**src/rtl/spi_eeprom_target.sv**
```systemverilog
// spi_eeprom_target: SPI mode-0 serial-EEPROM responder backed by a 2^ADDR_W-byte image.
// Answers READ (0x03) with an auto-incrementing stream and RDSR (0x05).
// Optional feature macro: SPI_EEPROM_WRITE_EN adds WREN (0x06), WRDI (0x04) and WRITE (0x02).
// A parallel load port preloads the image while the target is deselected.
module spi_eeprom_target #(
    parameter int ADDR_W = 8
) (
    input  logic              clk,
    input  logic              rst_n,
    input  logic              sck,
    input  logic              cs_n,
    input  logic              copi,
    output logic              cipo,
    output logic              cipo_oe,
    input  logic              load_valid,
    input  logic [ADDR_W-1:0] load_addr,
    input  logic [7:0]        load_data,
    output logic              load_ready,
    output logic              busy
);
    localparam int DEPTH = 1 << ADDR_W;
    localparam int AC_W  = (ADDR_W > 1) ? $clog2(ADDR_W) : 1;
    localparam logic [AC_W-1:0] ADDR_LAST = AC_W'(ADDR_W - 1);

    localparam logic [7:0] CMD_READ  = 8'h03;
    localparam logic [7:0] CMD_RDSR  = 8'h05;
`ifdef SPI_EEPROM_WRITE_EN
    localparam logic [7:0] CMD_WREN  = 8'h06;
    localparam logic [7:0] CMD_WRDI  = 8'h04;
    localparam logic [7:0] CMD_WRITE = 8'h02;
`endif

    typedef enum logic [2:0] {
        ST_IDLE,
        ST_CMD,
        ST_ADDR,
        ST_RD_DATA,
        ST_WR_DATA,
        ST_STATUS,
        ST_IGNORE
    } state_t;

    // Synchronizers; sck has a third flop for edge detection
    logic sck_meta_q, sck_sync_q, sck_prev_q;
    logic cs_meta_q, cs_sync_q;
    logic copi_meta_q, copi_sync_q;

    state_t             state_q, state_d;
    logic [2:0]         bit_cnt_q, bit_cnt_d;
    logic [AC_W-1:0]    addr_cnt_q, addr_cnt_d;
    logic [7:0]         shift_q, shift_d;
    logic [ADDR_W-1:0]  addr_q, addr_d;
    logic               wel_q, wel_d;
    logic               is_write_q, is_write_d;
    logic               cipo_q, cipo_d;
    logic               wr_pend_q, wr_pend_d;
    logic [ADDR_W-1:0]  wr_addr_q, wr_addr_d;
    logic [7:0]         wr_data_q, wr_data_d;

    logic [7:0]         mem [DEPTH];
    logic [7:0]         rd_data_q;

    logic               sck_rise, sck_fall;
    logic [7:0]         shift_in;
    logic [7:0]         status_byte;
    logic [7:0]         out_byte;

    assign sck_rise    = sck_sync_q & ~sck_prev_q;
    assign sck_fall    = ~sck_sync_q & sck_prev_q;
    assign shift_in    = {shift_q[6:0], copi_sync_q};
    assign status_byte = {6'b0, wel_q, 1'b0};
    assign out_byte    = (state_q == ST_STATUS) ? status_byte : rd_data_q;

    assign busy       = ~cs_sync_q;
    assign load_ready = cs_sync_q;
    assign cipo_oe    = (state_q == ST_RD_DATA) || (state_q == ST_STATUS);
    assign cipo       = cipo_q & cipo_oe;

    // Bring the SPI pins into the clk domain
    always_ff @(posedge clk or negedge rst_n) begin
        if (!rst_n) begin
            sck_meta_q  <= 1'b0;
            sck_sync_q  <= 1'b0;
            sck_prev_q  <= 1'b0;
            cs_meta_q   <= 1'b1;
            cs_sync_q   <= 1'b1;
            copi_meta_q <= 1'b0;
            copi_sync_q <= 1'b0;
        end else begin
            sck_meta_q  <= sck;
            sck_sync_q  <= sck_meta_q;
            sck_prev_q  <= sck_sync_q;
            cs_meta_q   <= cs_n;
            cs_sync_q   <= cs_meta_q;
            copi_meta_q <= copi;
            copi_sync_q <= copi_meta_q;
        end
    end

    // Protocol state register
    always_ff @(posedge clk or negedge rst_n) begin
        if (!rst_n) begin
            state_q    <= ST_IDLE;
            bit_cnt_q  <= 3'd7;
            addr_cnt_q <= ADDR_LAST;
            shift_q    <= '0;
            addr_q     <= '0;
            wel_q      <= 1'b0;
            is_write_q <= 1'b0;
            cipo_q     <= 1'b0;
            wr_pend_q  <= 1'b0;
            wr_addr_q  <= '0;
            wr_data_q  <= '0;
        end else begin
            state_q    <= state_d;
            bit_cnt_q  <= bit_cnt_d;
            addr_cnt_q <= addr_cnt_d;
            shift_q    <= shift_d;
            addr_q     <= addr_d;
            wel_q      <= wel_d;
            is_write_q <= is_write_d;
            cipo_q     <= cipo_d;
            wr_pend_q  <= wr_pend_d;
            wr_addr_q  <= wr_addr_d;
            wr_data_q  <= wr_data_d;
        end
    end

    // Next-state: command decode, address shift, data streaming
    always_comb begin
        state_d    = state_q;
        bit_cnt_d  = bit_cnt_q;
        addr_cnt_d = addr_cnt_q;
        shift_d    = shift_q;
        addr_d     = addr_q;
        wel_d      = wel_q;
        is_write_d = is_write_q;
        cipo_d     = cipo_q;
        wr_pend_d  = 1'b0;
        wr_addr_d  = wr_addr_q;
        wr_data_d  = wr_data_q;

        if (cs_sync_q) begin
            // Deselect aborts everything, including any partial byte
            state_d    = ST_IDLE;
            bit_cnt_d  = 3'd7;
            addr_cnt_d = ADDR_LAST;
            shift_d    = '0;
            cipo_d     = 1'b0;
            is_write_d = 1'b0;
            if (is_write_q) begin
                wel_d = 1'b0;
            end
        end else begin
            case (state_q)
                ST_IDLE: begin
                    state_d   = ST_CMD;
                    bit_cnt_d = 3'd7;
                    shift_d   = '0;
                end
                ST_CMD: begin
                    if (sck_rise) begin
                        shift_d   = shift_in;
                        bit_cnt_d = bit_cnt_q - 3'd1;
                        if (bit_cnt_q == 3'd0) begin
                            addr_cnt_d = ADDR_LAST;
                            case (shift_in)
                                CMD_READ: begin
                                    state_d    = ST_ADDR;
                                    is_write_d = 1'b0;
                                end
                                CMD_RDSR:  state_d = ST_STATUS;
`ifdef SPI_EEPROM_WRITE_EN
                                CMD_WREN: begin
                                    wel_d   = 1'b1;
                                    state_d = ST_IGNORE;
                                end
                                CMD_WRDI: begin
                                    wel_d   = 1'b0;
                                    state_d = ST_IGNORE;
                                end
                                CMD_WRITE: begin
                                    if (wel_q) begin
                                        state_d    = ST_ADDR;
                                        is_write_d = 1'b1;
                                    end else begin
                                        state_d = ST_IGNORE;
                                    end
                                end
`endif
                                default:   state_d = ST_IGNORE;
                            endcase
                        end
                    end
                end
                ST_ADDR: begin
                    if (sck_rise) begin
                        addr_d     = {addr_q[ADDR_W-2:0], copi_sync_q};
                        addr_cnt_d = addr_cnt_q - 1'b1;
                        bit_cnt_d  = 3'd7;
                        if (addr_cnt_q == '0) begin
                            state_d = is_write_q ? ST_WR_DATA : ST_RD_DATA;
                        end
                    end
                end
                ST_RD_DATA, ST_STATUS: begin
                    // A new byte is taken from the memory read register (or status) on the
                    // first fall of each byte; rd_data_q has settled since the last rise.
                    if (sck_fall) begin
                        if (bit_cnt_q == 3'd7) begin
                            cipo_d  = out_byte[7];
                            shift_d = {out_byte[6:0], 1'b0};
                        end else begin
                            cipo_d  = shift_q[7];
                            shift_d = {shift_q[6:0], 1'b0};
                        end
                    end
                    if (sck_rise) begin
                        bit_cnt_d = bit_cnt_q - 3'd1;
                        if (bit_cnt_q == 3'd0 && state_q == ST_RD_DATA) begin
                            addr_d = addr_q + 1'b1;
                        end
                    end
                end
                ST_WR_DATA: begin
                    if (sck_rise) begin
                        shift_d   = shift_in;
                        bit_cnt_d = bit_cnt_q - 3'd1;
                        if (bit_cnt_q == 3'd0) begin
                            wr_pend_d = 1'b1;
                            wr_addr_d = addr_q;
                            wr_data_d = shift_in;
                            addr_d    = addr_q + 1'b1;
                        end
                    end
                end
                default: ;
            endcase
        end
`ifndef SPI_EEPROM_WRITE_EN
        wel_d = 1'b0;
`endif
    end

    // Image memory: one write port shared by SPI writes and the load port, registered read.
    // The two writers never coincide because loads are only accepted while deselected.
    always_ff @(posedge clk) begin
        if (wr_pend_q) begin
            mem[wr_addr_q] <= wr_data_q;
        end else if (load_valid && load_ready) begin
            mem[load_addr] <= load_data;
        end
        rd_data_q <= mem[addr_q];
    end

endmodule

```
**config.mk**
```make
export PLATFORM = sky130hd
export DESIGN_NAME = spi_eeprom_target
export DESIGN_NICKNAME = d
export VERILOG_FILES = /design/src/rtl/spi_eeprom_target.sv
export SDC_FILE = /design/constraint.sdc
export NUM_CORES = 2
export LEC_CHECK = 0
export BUFFER_PORTS_ARGS = -buffer_cell sky130_fd_sc_hd__buf_2
export CAP_MARGIN = 15
export CORE_MARGIN = 5
export CORE_UTILIZATION = 50
export CTS_BUF_LIST = sky130_fd_sc_hd__clkbuf_4
export DETAILED_ROUTE_END_ITERATION = 10
export GPL_TIMING_DRIVEN = 0
export PLACE_DENSITY = 0.68
export SYNTH_ARGS = -nofsm -noshare
export SYNTH_HDL_FRONTEND = slang
export SYNTH_SLANG_ARGS = --single-unit
```
**constraint.sdc**
```tcl
create_clock -name clk -period 5.8 [get_ports clk]
set_input_delay 0.29 -clock clk [delete_from_list [all_inputs] [get_ports clk]]
set_output_delay 0.29 -clock clk [all_outputs]
set_load 0.1 [all_outputs]
```
==> summary.md <==
The number of max-cap violations is 1, and the total DRC errors in the routed layout is 0. The checks that failed: hold timing, capacitance limit, setup timing. At the end of routability-driven placement, the weighted congestion stood at 1.02. Cell with the biggest individual delay on the critical path: a211oi_1. Source-to-sink clock delay at the later pin of the worst-skew pair: 1460 ps. Row generation in the floorplan step produced 149 rows. The die outline width came out at 417 µm.

The most common flop cell mapped by yosys was edfxtp_1. The total cell area at the placement stage came out at 87000 µm². The logs give 1 for the final number of hold-violating endpoints and 0.916% for the normalized max-slew margin.

The highest clock frequency the design can meet came out at 156 MHz. Once the clock tree was built, the setup fixing pass inserted 0 buffers. The tools report the worst hold slack after final layout as -30.2 ps. The tools report the number of antenna violations at the first check in global routing as 25.

The layout overhead on the synthesized area works out to 13.6%. The via count of the first global-routing pass came out at 48300. Including well taps, the total number of placed cells is 6351.

Cells with a size suffix above 1 make up 31.3% of the layout. The share of the Yosys chip area taken by registers is 76.0%. In this run the clock root is driven by a clkbuf_4.

The number of nets handed over by synthesis was 4106. The floorplan die area was 174000 µm²; the maximum number of pins on one net before global-route repair was 96. Input and output buffers added on the ports amount to 25.

Initial DRC count: 10600. The mapped netlist covers 82800 µm². The worst path uses 110% of the clock period. The least setup slack across all paths after layout is -609 ps, and the number of cells produced by synthesis is 4078. For the initial core utilization, the log shows 50.3%. The Yosys step of the flow raised 0 warnings. The length of the first detailed-routing pass in iterations is 9, and the number of setup violations in the final report is 6. The first global-routing pass estimated 425 mm of wire. TritonCTS sink count: 2106.

The total power draw was 43.4 mW. The routed wire length was 326 mm. Pin placement for this block handled 26 I/O pins. The layout has 12500 filler cells. The H-tree depth was 6. Count of state elements after synthesis: 2106. The power density over the cells was 461 nW/µm². Traced cell by cell, the critical path runs through nor2b_1, clkbuf_1, clkbuf_2, clkbuf_1, a22oi_1, a211oi_1, a211oi_1, o32ai_1.

On the worst path, the slowest cell contributes a delay of 1280 ps. At the end of the flow the core is filled with cells to 57.1%. The floorplan step set the die height to 417 µm. Fraction of met1 tracks used by global routing: 47.1%.

After routing the design area is 94100 µm². At the pin with the least slew margin, the transition time is 1480 ps. Synthesis instantiated 92 different standard cells from the library. The maximum number of buffers from clock root to sink came out at 4. STA puts the critical path data required time at 6930 ps.

The sum of negative setup slack was -1250 ps; the detailed-placement wirelength estimate was 210 mm. The min-delay analysis places its worst path in the category in2reg. The total vias in the final route was 52000. The number of vias per cell after detailed routing came out at 7.10.

In this run the static leakage power is 34.4 nW. The area of the core is 165000 µm², and the average cell area after synthesis is 20.3 µm². The total congestion overflow was 0; the clock period minus final worst setup slack was 6410 ps. The count of nets left with antenna violations once routing finished came out at 0. The worst setup path category is reg2reg.

The arrival time at the worst endpoint is 7540 ps, and the total track usage is 37.1%. The maximum net fanout on the critical path is 10. In this run the most used layer during global routing was met2. The logs give 0.000270 V for the peak supply drop and 18.0% for the fraction of met3 tracks used by global routing. TritonCTS built the clock tree.

STA classifies the critical path startpoint as a flop. Dividing the detail-routed wire length by the instance count gives 44.5 µm. The number of flops mapped to enable cells by yosys came out at 2048. The clock-pin slew on the worst setup and hold paths was 70 ps; the pre-CTS setup slack was 386 ps. At the end of the flow, the number of nets in the layout was 4773.

The share of synthesized registers carrying an async set or reset was 2.37%. Setup repair after global routing left no endpoint under its margin. The run gives 161 ps as the setup clock skew after layout.

The fraction of met2 tracks used by global routing is 50.5%, and the number of CTS-inserted buffers is 549. The worst setup path is captured at a flop. Excluding fillers, the count of instances in the completed layout stands at 7327.

The flow ran to the end, but the final reports show violations. The max-slew violation count was 0.
[worst paths after layout]
check	from	to	slack, ps	cells past startpoint
worst min register to register	copi_meta_q	copi_sync_q	350	0
worst min-delay path	load_valid	mem[29][6]	-30	6
max in group asynchronous	rst_n	addr_cnt_q[1]	4770	4
min in group asynchronous	rst_n	wr_data_q[6]	210	3
worst max register to register	addr_q[2]	rd_data_q[7]	-610	8
worst max-delay path	addr_q[2]	rd_data_q[7]	-610	8
[registers in the layout, summed over array words and instances (netlist names), 3 cells and up]
register,flops
mem,2048
addr_q,8
rd_data_q,8
shift_q,8
wr_addr_q,8
wr_data_q,8
addr_cnt_q,3
bit_cnt_q,3
state_q,3
[routing by layer]
| metal | vias up | share of wire [%] |
|---|---|---|
| met5 | - | 0.054 |
| met4 | 13 | 8.2 |
| met3 | 1267 | 18 |
| met2 | 5726 | 41 |
| met1 | 26400 | 33 |
| li1 | 18600 | - |
[report_power, final]
group / total (mW) / internal, mW / switching, mW
Clock: 12.9 / 6.75 / 6.19
Sequential: 16.8 / 16.7 / 0.0934
Combinational: 13.7 / 3.73 / 9.94
Total: 43.4 / 27.2 / 16.2
[synthesized netlist by cell type (9+ instances only)]
cell | instances | area [µm²]
o22ai_1 | 12 | 75.1
buf_6 | 33 | 372
buf_12 | 15 | 300
a211oi_1 | 30 | 225
inv_1 | 14 | 52.6
nor2b_1 | 9 | 56.3
clkbuf_1 | 109 | 409
o21ai_1 | 18 | 90.1
buf_2 | 56 | 280
buf_4 | 19 | 143
nand2b_1 | 19 | 119
o31ai_1 | 10 | 75.1
nand2_1 | 148 | 556
a22o_1 | 10 | 87.6
a31oi_1 | 11 | 68.8
o221ai_1 | 28 | 245
mux2i_1 | 191 | 1910
a21oi_1 | 98 | 490
edfxtp_1 | 2048 | 61500
o21ai_0 | 43 | 215
a221oi_1 | 34 | 298
nand3b_1 | 14 | 105
nor3_1 | 13 | 65.1
dfrtp_1 | 42 | 1050
mux2_2 | 13 | 146
mux4_2 | 447 | 10100
a22oi_1 | 77 | 578
a221oi_2 | 9 | 135
nand3_1 | 42 | 210
nor2_1 | 302 | 1130
[logic make-up after synthesis]
family | share of synthesized area (%)
DFF | 76.0
muxes | 14.8
AOI/OAI and AO/OA | 3.90
buffers and inverters | 2.10
and+or+nand+nor | 3.10
adders and majority gates | 0.103
xor gates and xnor gates | 0.0106
[critical path: cells and delay by family, from the launching register on]
kind                   cells  cell delay (ps)
and+or+nand+nor            1              200
AOI/OAI and AO/OA          4             2500
buffers and inverters      3             2670
DFF                        1              730
[final cells by class]
cell class              instances  area [µm²]  area share, %
inverters                      16        60.1         0.0638
diodes                         36        90.1         0.0958
multi-input cells            1707       18200           19.4
clock buffers                 797        5980           6.36
repair buffers                116        1600           1.70
well taps                    2189        2740           2.91
clock inverters               111         724          0.770
flip-flops and latches       2106       62900           66.9
plain buffers                 249        1720           1.83
[cells in the final DEF, fill, tap and decap left out, drive strengths merged, types with 5 or more instances in the layout]
cell type,n
mux4,452
a22oi,77
mux2i,191
a21oi,98
or3,7
a211oi,31
nand3b,14
clkinv,91
o221ai,28
a22o,10
a32oi,8
dfrtp,42
inv,25
mux2,14
nand2b,19
clkbuf,911
nor3,13
bufinv,11
and2,7
dfxtp,8
nor2b,9
edfxtp,2048
nand2,148
o21ai,61
diode,36
a221oi,43
and3,5
o211ai,8
dlygate4sd3,26
o22ai,12
o31ai,10
buf,224
nand3,42
o32ai,7
ha,6
a31oi,11
dfstp,8
nor2,303
[timing repair]
action	in CTS	in global routing
endpoints found under the setup margin	0	0
endpoints found under the hold margin	1103	0
hold buffers	26	0
resized for setup	0	0
No activity file was read; power rests on OpenSTA's default activity.
